### src/rtl/cdc_bus_tx_ctrl_pkg.sv
// Shared types, default parameters and width helpers for the CDC bus transmit controller.
package cdc_ctrl_pkg;

  typedef enum logic [1:0] {
    IDLE  = 2'd0,
    SETUP = 2'd1,
    HOLD  = 2'd2,
    GAP   = 2'd3
  } state_t;

  localparam int DEF_NUM_REQ     = 4;
  localparam int DEF_BUS_WIDTH   = 8;
  localparam int DEF_HOLD_CYCLES = 4;
  localparam int DEF_GAP_CYCLES  = 4;
  localparam int DEF_SYNC_STAGES = 2;

  function automatic int idx_width(input int n);
    return (n > 1) ? $clog2(n) : 1;
  endfunction

  // Counter must hold the larger of the two phase lengths.
  function automatic int cnt_width(input int hold_c, input int gap_c);
    return $clog2(((hold_c > gap_c) ? hold_c : gap_c) + 1);
  endfunction

endpackage

### src/rtl/cdc_bus_tx_ctrl_if.sv
// Requester/transmit bundle between the requesters, the controller and the destination synchronizer.
// ack_async exists only when CDC_TX_ACK_EN is defined.
interface cdc_bus_tx_ctrl_if #(
  parameter int NUM_REQ   = cdc_ctrl_pkg::DEF_NUM_REQ,
  parameter int BUS_WIDTH = cdc_ctrl_pkg::DEF_BUS_WIDTH
);
  localparam int IW = cdc_ctrl_pkg::idx_width(NUM_REQ);

  logic [NUM_REQ-1:0]           req;
  logic [NUM_REQ*BUS_WIDTH-1:0] req_data;
  logic [NUM_REQ-1:0]           grant;
  logic [IW-1:0]                owner;
  logic                         busy;
  logic                         done;
  logic [BUS_WIDTH-1:0]         tx_bus;
  logic                         tx_enable;
`ifdef CDC_TX_ACK_EN
  logic                         ack_async;
`endif

  modport master (
`ifdef CDC_TX_ACK_EN
    input  ack_async,
`endif
    input  req, req_data,
    output grant, owner, busy, done, tx_bus, tx_enable
  );

  modport slave (
`ifdef CDC_TX_ACK_EN
    output ack_async,
`endif
    output req, req_data,
    input  grant, owner, busy, done, tx_bus, tx_enable
  );

endinterface

### src/rtl/cdc_bus_tx_ctrl_rr_arbiter.sv
// Combinational round-robin arbiter: first set request searching upward from i_ptr with wrap.
module rr_arbiter
  import cdc_ctrl_pkg::*;
#(
  parameter int NUM_REQ = DEF_NUM_REQ
) (
  input  logic [NUM_REQ-1:0]            i_req,
  input  logic [idx_width(NUM_REQ)-1:0] i_ptr,
  input  logic                          i_en,
  output logic [NUM_REQ-1:0]            o_gnt,
  output logic [idx_width(NUM_REQ)-1:0] o_idx
);
  localparam int W = idx_width(NUM_REQ);

  logic [W:0] w_cand;
  logic       w_found;

  always_comb begin
    o_gnt   = '0;
    o_idx   = '0;
    w_found = 1'b0;
    w_cand  = '0;
    for (int k = 0; k < NUM_REQ; k++) begin
      w_cand = {1'b0, i_ptr} + (W+1)'(k);
      if (w_cand >= (W+1)'(NUM_REQ)) w_cand = w_cand - (W+1)'(NUM_REQ);
      if (i_en && !w_found && i_req[w_cand[W-1:0]]) begin
        w_found = 1'b1;
        o_gnt   = NUM_REQ'(1) << w_cand[W-1:0];
        o_idx   = w_cand[W-1:0];
      end
    end
  end

endmodule

### src/rtl/cdc_bus_tx_ctrl.sv
// Round-robin owner of one CDC bus channel: latches the winner's word and sequences tx_enable.
// Defining CDC_TX_ACK_EN stretches HOLD/GAP until a synchronized destination ack completes a four-phase handshake.
module cdc_bus_tx_ctrl
  import cdc_ctrl_pkg::*;
#(
  parameter int NUM_REQ     = DEF_NUM_REQ,
  parameter int BUS_WIDTH   = DEF_BUS_WIDTH,
  parameter int HOLD_CYCLES = DEF_HOLD_CYCLES,
`ifdef CDC_TX_ACK_EN
  parameter int SYNC_STAGES = DEF_SYNC_STAGES,
`endif
  parameter int GAP_CYCLES  = DEF_GAP_CYCLES
) (
  input logic               clk,
  input logic               rst,
  cdc_bus_tx_ctrl_if.master bus
);
  localparam int IW = idx_width(NUM_REQ);
  localparam int CW = cnt_width(HOLD_CYCLES, GAP_CYCLES);
  localparam logic [CW-1:0] HOLD_LD = CW'(HOLD_CYCLES);
  localparam logic [CW-1:0] GAP_LD  = CW'(GAP_CYCLES);
  localparam logic [IW-1:0] LAST_IDX = IW'(NUM_REQ - 1);

  state_t               r_state;
  logic [IW-1:0]        r_ptr;
  logic [IW-1:0]        r_owner;
  logic [NUM_REQ-1:0]   r_grant;
  logic                 r_busy;
  logic                 r_done;
  logic [BUS_WIDTH-1:0] r_tx_bus;
  logic                 r_tx_enable;
  logic [CW-1:0]        r_cnt;

  logic [NUM_REQ-1:0]   w_gnt;
  logic [IW-1:0]        w_idx;
  logic                 w_cnt_last;
  logic                 w_hold_done;
  logic                 w_gap_done;

  rr_arbiter #(.NUM_REQ(NUM_REQ)) u_arb (
    .i_req (bus.req),
    .i_ptr (r_ptr),
    .i_en  (r_state == IDLE),
    .o_gnt (w_gnt),
    .o_idx (w_idx)
  );

  assign w_cnt_last = (r_cnt == CW'(1));

`ifdef CDC_TX_ACK_EN
  logic [SYNC_STAGES-1:0] r_ack_sync;
  logic                   w_ack_s;

  always_ff @(posedge clk or negedge rst) begin
    if (!rst) r_ack_sync <= '0;
    else      r_ack_sync <= {r_ack_sync[SYNC_STAGES-2:0], bus.ack_async};
  end

  assign w_ack_s     = r_ack_sync[SYNC_STAGES-1];
  assign w_hold_done = w_cnt_last && w_ack_s;
  assign w_gap_done  = w_cnt_last && !w_ack_s;
`else
  assign w_hold_done = w_cnt_last;
  assign w_gap_done  = w_cnt_last;
`endif

  always_ff @(posedge clk or negedge rst) begin
    if (!rst) begin
      r_state     <= IDLE;
      r_ptr       <= '0;
      r_owner     <= '0;
      r_grant     <= '0;
      r_busy      <= 1'b0;
      r_done      <= 1'b0;
      r_tx_bus    <= '0;
      r_tx_enable <= 1'b0;
      r_cnt       <= '0;
    end else begin
      r_grant <= '0;
      r_done  <= 1'b0;
      unique case (r_state)
        IDLE: begin
          if (|w_gnt) begin
            r_state  <= SETUP;
            r_tx_bus <= bus.req_data[w_idx*BUS_WIDTH +: BUS_WIDTH];
            r_owner  <= w_idx;
            r_ptr    <= (w_idx == LAST_IDX) ? '0 : w_idx + 1'b1;
            r_grant  <= w_gnt;
            r_busy   <= 1'b1;
          end
        end
        SETUP: begin
          r_state     <= HOLD;
          r_tx_enable <= 1'b1;
          r_cnt       <= HOLD_LD;
        end
        // Counter parks at 1 while an ack stretch is pending.
        HOLD: begin
          if (w_hold_done) begin
            r_state     <= GAP;
            r_tx_enable <= 1'b0;
            r_cnt       <= GAP_LD;
          end else if (!w_cnt_last) begin
            r_cnt <= r_cnt - 1'b1;
          end
        end
        GAP: begin
          if (w_gap_done) begin
            r_state <= IDLE;
            r_busy  <= 1'b0;
            r_done  <= 1'b1;
            r_cnt   <= '0;
          end else if (!w_cnt_last) begin
            r_cnt <= r_cnt - 1'b1;
          end
        end
        default: r_state <= IDLE;
      endcase
    end
  end

  assign bus.grant     = r_grant;
  assign bus.owner     = r_owner;
  assign bus.busy      = r_busy;
  assign bus.done      = r_done;
  assign bus.tx_bus    = r_tx_bus;
  assign bus.tx_enable = r_tx_enable;

endmodule

### src/flat_wrapper.sv
// flat-port wrapper written by rule: the top's interface ports become plain ports
module cdc_bus_tx_ctrl_flat import cdc_ctrl_pkg::*;
#(
  parameter int NUM_REQ     = DEF_NUM_REQ,
  parameter int BUS_WIDTH   = DEF_BUS_WIDTH,
  parameter int HOLD_CYCLES = DEF_HOLD_CYCLES,

  parameter int GAP_CYCLES  = DEF_GAP_CYCLES
)
  (clk, rst, bus_req, bus_req_data, bus_grant, bus_owner, bus_busy, bus_done, bus_tx_bus, bus_tx_enable);
  cdc_bus_tx_ctrl_if #(.NUM_REQ(NUM_REQ), .BUS_WIDTH(BUS_WIDTH)) bus_i ();
  input logic clk;
  input logic rst;
  input wire logic [$bits(bus_i.req)-1:0] bus_req;
  input wire logic [$bits(bus_i.req_data)-1:0] bus_req_data;
  output wire logic [$bits(bus_i.grant)-1:0] bus_grant;
  output wire logic [$bits(bus_i.owner)-1:0] bus_owner;
  output wire logic [$bits(bus_i.busy)-1:0] bus_busy;
  output wire logic [$bits(bus_i.done)-1:0] bus_done;
  output wire logic [$bits(bus_i.tx_bus)-1:0] bus_tx_bus;
  output wire logic [$bits(bus_i.tx_enable)-1:0] bus_tx_enable;
  assign bus_i.req = bus_req;
  assign bus_i.req_data = bus_req_data;
  assign bus_grant = bus_i.grant;
  assign bus_owner = bus_i.owner;
  assign bus_busy = bus_i.busy;
  assign bus_done = bus_i.done;
  assign bus_tx_bus = bus_i.tx_bus;
  assign bus_tx_enable = bus_i.tx_enable;
  cdc_bus_tx_ctrl #(.NUM_REQ(NUM_REQ), .BUS_WIDTH(BUS_WIDTH), .HOLD_CYCLES(HOLD_CYCLES), .GAP_CYCLES(GAP_CYCLES)) u_core (.clk(clk), .rst(rst), .bus(bus_i));
endmodule
### config.mk
export PLATFORM = sky130hd
export DESIGN_NAME = cdc_bus_tx_ctrl_flat
export DESIGN_NICKNAME = d
export VERILOG_FILES = /design/src/rtl/cdc_bus_tx_ctrl_pkg.sv /design/src/rtl/cdc_bus_tx_ctrl_if.sv /design/src/rtl/cdc_bus_tx_ctrl_rr_arbiter.sv /design/src/rtl/cdc_bus_tx_ctrl.sv /design/src/flat_wrapper.sv
export SDC_FILE = /design/constraint.sdc
export NUM_CORES = 1
export LEC_CHECK = 0
export BUFFER_PORTS_ARGS = -buffer_cell sky130_fd_sc_hd__buf_4
export CORE_MARGIN = 3
export CORE_UTILIZATION = 50
export CTS_CLUSTER_SIZE = 24
export DETAILED_ROUTE_END_ITERATION = 12
export GPL_TIMING_DRIVEN = 1
export PLACE_DENSITY = 0.83
export SKIP_CTS_REPAIR_TIMING = 1
export SLEW_MARGIN = 20
export SYNTH_ARGS = -nofsm -noshare
export SYNTH_HDL_FRONTEND = slang
export SYNTH_SLANG_ARGS = --single-unit
export TNS_END_PERCENT = 1
### constraint.sdc
create_clock -name clk -period 3.95 [get_ports clk]
set_input_delay 0 -clock clk [delete_from_list [all_inputs] [get_ports clk]]
set_output_delay 0 -clock clk [all_outputs]
set_load 0.02 [all_outputs]
==> flow_summary_export.csv <==
group,metric,value,unit
run_status,outcome,"completed",
setup_path,cp-start-kind,"flop",
sta,drv_slew,0,
setup_path,r2r-start,"u_core.r_ptr[0]",
layout,layout_commonest_cell,"buf_4",
floorplan,boundaryPins,55,
synthesis,synth-async-reset-ratio,100,%
floorplan,core,3200,um^2
setup_path,crit_buf_inv,1,
floorplan,die-height,65.5,um
setup_path,worstRegToRegCells,8,
cts,clk_path_buf_depth,2,
placement,place_congestion,0.876,
floorplan,die_area,4290,um^2
global_route,overflow,0,
setup_path,rrSetupSlack,0.50,ns
global_route,grt_usage,20.6,%
synthesis,syn_inst,153,
layout,ff_latch_area,601,um^2
global_route,grt_busiest_layer,"met2",
sta,fmax,290,MHz
floorplan,initial_core_util,55.2,%
setup_path,r2r_end,"u_core.bus.tx_bus[3]",
layout,final_layout_size_suffix_gt1_share,44.4,%
synthesis,yosysSeqAreaShare,34.0,%
detailed_routing,via_count,1463,
layout,multi_input_area,1040,um^2
setup_path,worst_path_max_delay_cell,"dfrtp_1",
sta,worst_slew_pin_slew,0.489,ns
setup_path,worstPathMaxFanout,12,
sta,hold_violations,0,
pwr,powerDensity,779,nW/um^2
detailed_routing,drc,0,
layout,final_cell_mix,"buf_4, dfrtp_1, inv_1",
sta,timing.final.crit_share,87.2,%
detailed_routing,wl_per_cell,16.3,um
placement,io_buffers,54,
synthesis,synth-edff-count,0,
synthesis,synth_area_leaders,"dfrtp_1, mux4_2, ha_1",
sta,fin_setup_tns,0,ns
cts,clkTransAtPathRegs,0.14,ns
cts,cts_max_level,1,
pwr,vdd_drop_max,0.383,mV
setup_path,crit_type,"flop to flop",
detailed_routing,ant_nets,0,
placement,place_hpwl,3140,um
floorplan,rows,20,
synthesis,synth_ff_type,"dfrtp_1",
global_route,grt_pass1_vias,1559,
cts,worstSkewPairLatency,0.32,ns
setup_path,critPathCaptureType,"flop",
cts,cts_made_buffers,3,
floorplan,die_w,65.5,um
detailed_routing,drt_iter0_drc,53,
synthesis,yosysTopAreaCell,"dfrtp_1",
global_route,antenna_found_initial,0,
sta,setup_violations,0,
setup_path,crit_family,"multiplexers",
synthesis,yosysUniqueCellTypes,41,
synthesis,ys_seq_elements,24,
pwr,power.leakage,1.06,nW
cts,cts_root_buf,"clkbuf_4",
sta,max-slew-margin-rel,67.3,%
setup_path,arrival,3.66,ns
setup_path,crit_chain,"inv_1 -> ha_1 -> mux4_2 -> nor2b_1 -> a22o_1 -> a2111oi_4 -> nand3_2 -> mux2_4",
layout,num-fill-cells,250,
sta,rsz0062_at_grt,"no",
detailed_routing,routed_wirelength,4060,um
synthesis,yosys.area.top_type_share,34.0,%
layout,nets,255,
detailed_routing,via_per_inst,5.88,
global_route,grt_max_degree,25,
synthesis,syn_area_per_cell,11.6,um^2
layout,n_antenna_cell,0,
synthesis,syn_area,1770,um^2
setup_path,required,4.17,ns
sta,fin_worst_skew,0.00536,ns
global_route,met1_usage,24.4,%
layout,areaGrowthSynthToFinish,26.5,%
synthesis,syn_nets,202,
detailed_routing,first_pass_iters,4,
global_route,grt_pass1_wl,6870,um
cts,cts.sinks,24,
sta,finalCriticalPeriod,3.45,ns
synthesis,yosys_warnings,0,
cts,tritoncts,"yes",
global_route,gr-usage-met2,37.0,%
global_route,use_met3,4.96,%
layout,finalCoreUtilization,69.8,%
run,maxCapViolCount,0,
min_path,hp-class,"input port to asynchronous set/reset pin",
setup_path,cpPeakStageDelay,0.59,ns
==> cell usage after synthesis, types with 2 or more instances <==
cell and count:
nand4b_1 2, a32oi_1 2, mux2_2 4, o21ai_0 6, nand3b_1 3, nand2_1 10, mux2_4 7, a21oi_1 8
mux2i_1 4, buf_6 3, nor2_1 6, inv_1 17, dfrtp_1 24, ha_1 11, buf_2 4, or3b_2 2
o32a_1 2, a31oi_1 2, nor2b_1 3, mux4_2 12
==> worst max path at each step <==
stage	from	to	slack (ns)	cells past startpoint
floorplan	u_core.r_ptr[0]	u_core.bus.tx_bus[1]	1.09	11
global placement	u_core.r_ptr[0]	u_core.bus.owner[0]	0.74	8
detailed placement	u_core.r_ptr[0]	u_core.bus.tx_bus[6]	0.55	8
CTS	u_core.r_ptr[0]	u_core.bus.tx_bus[6]	0.50	8
global route	u_core.r_ptr[0]	u_core.bus.tx_bus[6]	0.23	8
finish	u_core.r_ptr[0]	u_core.bus.tx_bus[3]	0.50	8
==> power breakdown <==
part / switching [mW] / total, mW / internal (mW) / leakage (nW)
logic: 0.576 / 1.14 / 0.562 / 0.742
registers: 0.0733 / 0.424 / 0.351 / 0.290
clock network: 0.0771 / 0.180 / 0.103 / 0.0279
total: 0.727 / 1.74 / 1.02 / 1.06
==> layer usage <==
metal | routed length (um) | vias up | share of wire (%)
met2 | 2090 | 81 | 51
met1 | 1520 | 700 | 37
met3 | 346 | 14 | 8.5
li1 | - | 668 | -
met4 | 104 | 0 | 2.6
met5 | 0 | - | 0
==> area by class of cell <==
class / count / area share, %
multi-input combinational: 104 / 46.6
sequential: 24 / 26.8
timing repair buffer: 56 / 18.9
inverter: 17 / 2.85
tap: 44 / 2.46
clock inverter: 1 / 1.34
clock buffer: 3 / 1.01
==> kinds of logic (layout without fill, tap and decap cells) <==
kind of cell	after synthesis	after routing	share of synthesized area (%)
compound gates	33	33	14.2
simple gates	32	32	10.5
mux	27	27	26.0
buf+inv	25	77	7.08
flops	24	24	34.0
fa+ha+maj	11	11	7.78
xor+xnor	1	1	0.495
==> flip-flops by register name (all words and copies together), names as in the netlist <==
name,cells
u_core.r_cnt,3
u_core.bus.grant,4
u_core.bus.busy,1
u_core.r_state,2
u_core.bus.owner,2
u_core.bus.done,1
u_core.bus.tx_bus,8
u_core.bus.tx_enable,1
u_core.r_ptr,2
==> metrics by stage <==
stage	setup WS [ns]	cell area (um^2)	hold slack (ns)	std cells	total power [mW]
final	0.504	2240	0.0853	249	1.74
after global placement	0.740	2170	-0.0915	244	1.49
after CTS	0.497	2230	-0.448	248	1.75
after global routing	0.232	2240	0.104	249	1.86
after floorplan	1.09	1770	-0.296	153	1.30
after detailed placement	0.547	2170	-0.0900	244	1.56
Note: power is estimated with default switching activity, not from simulation.
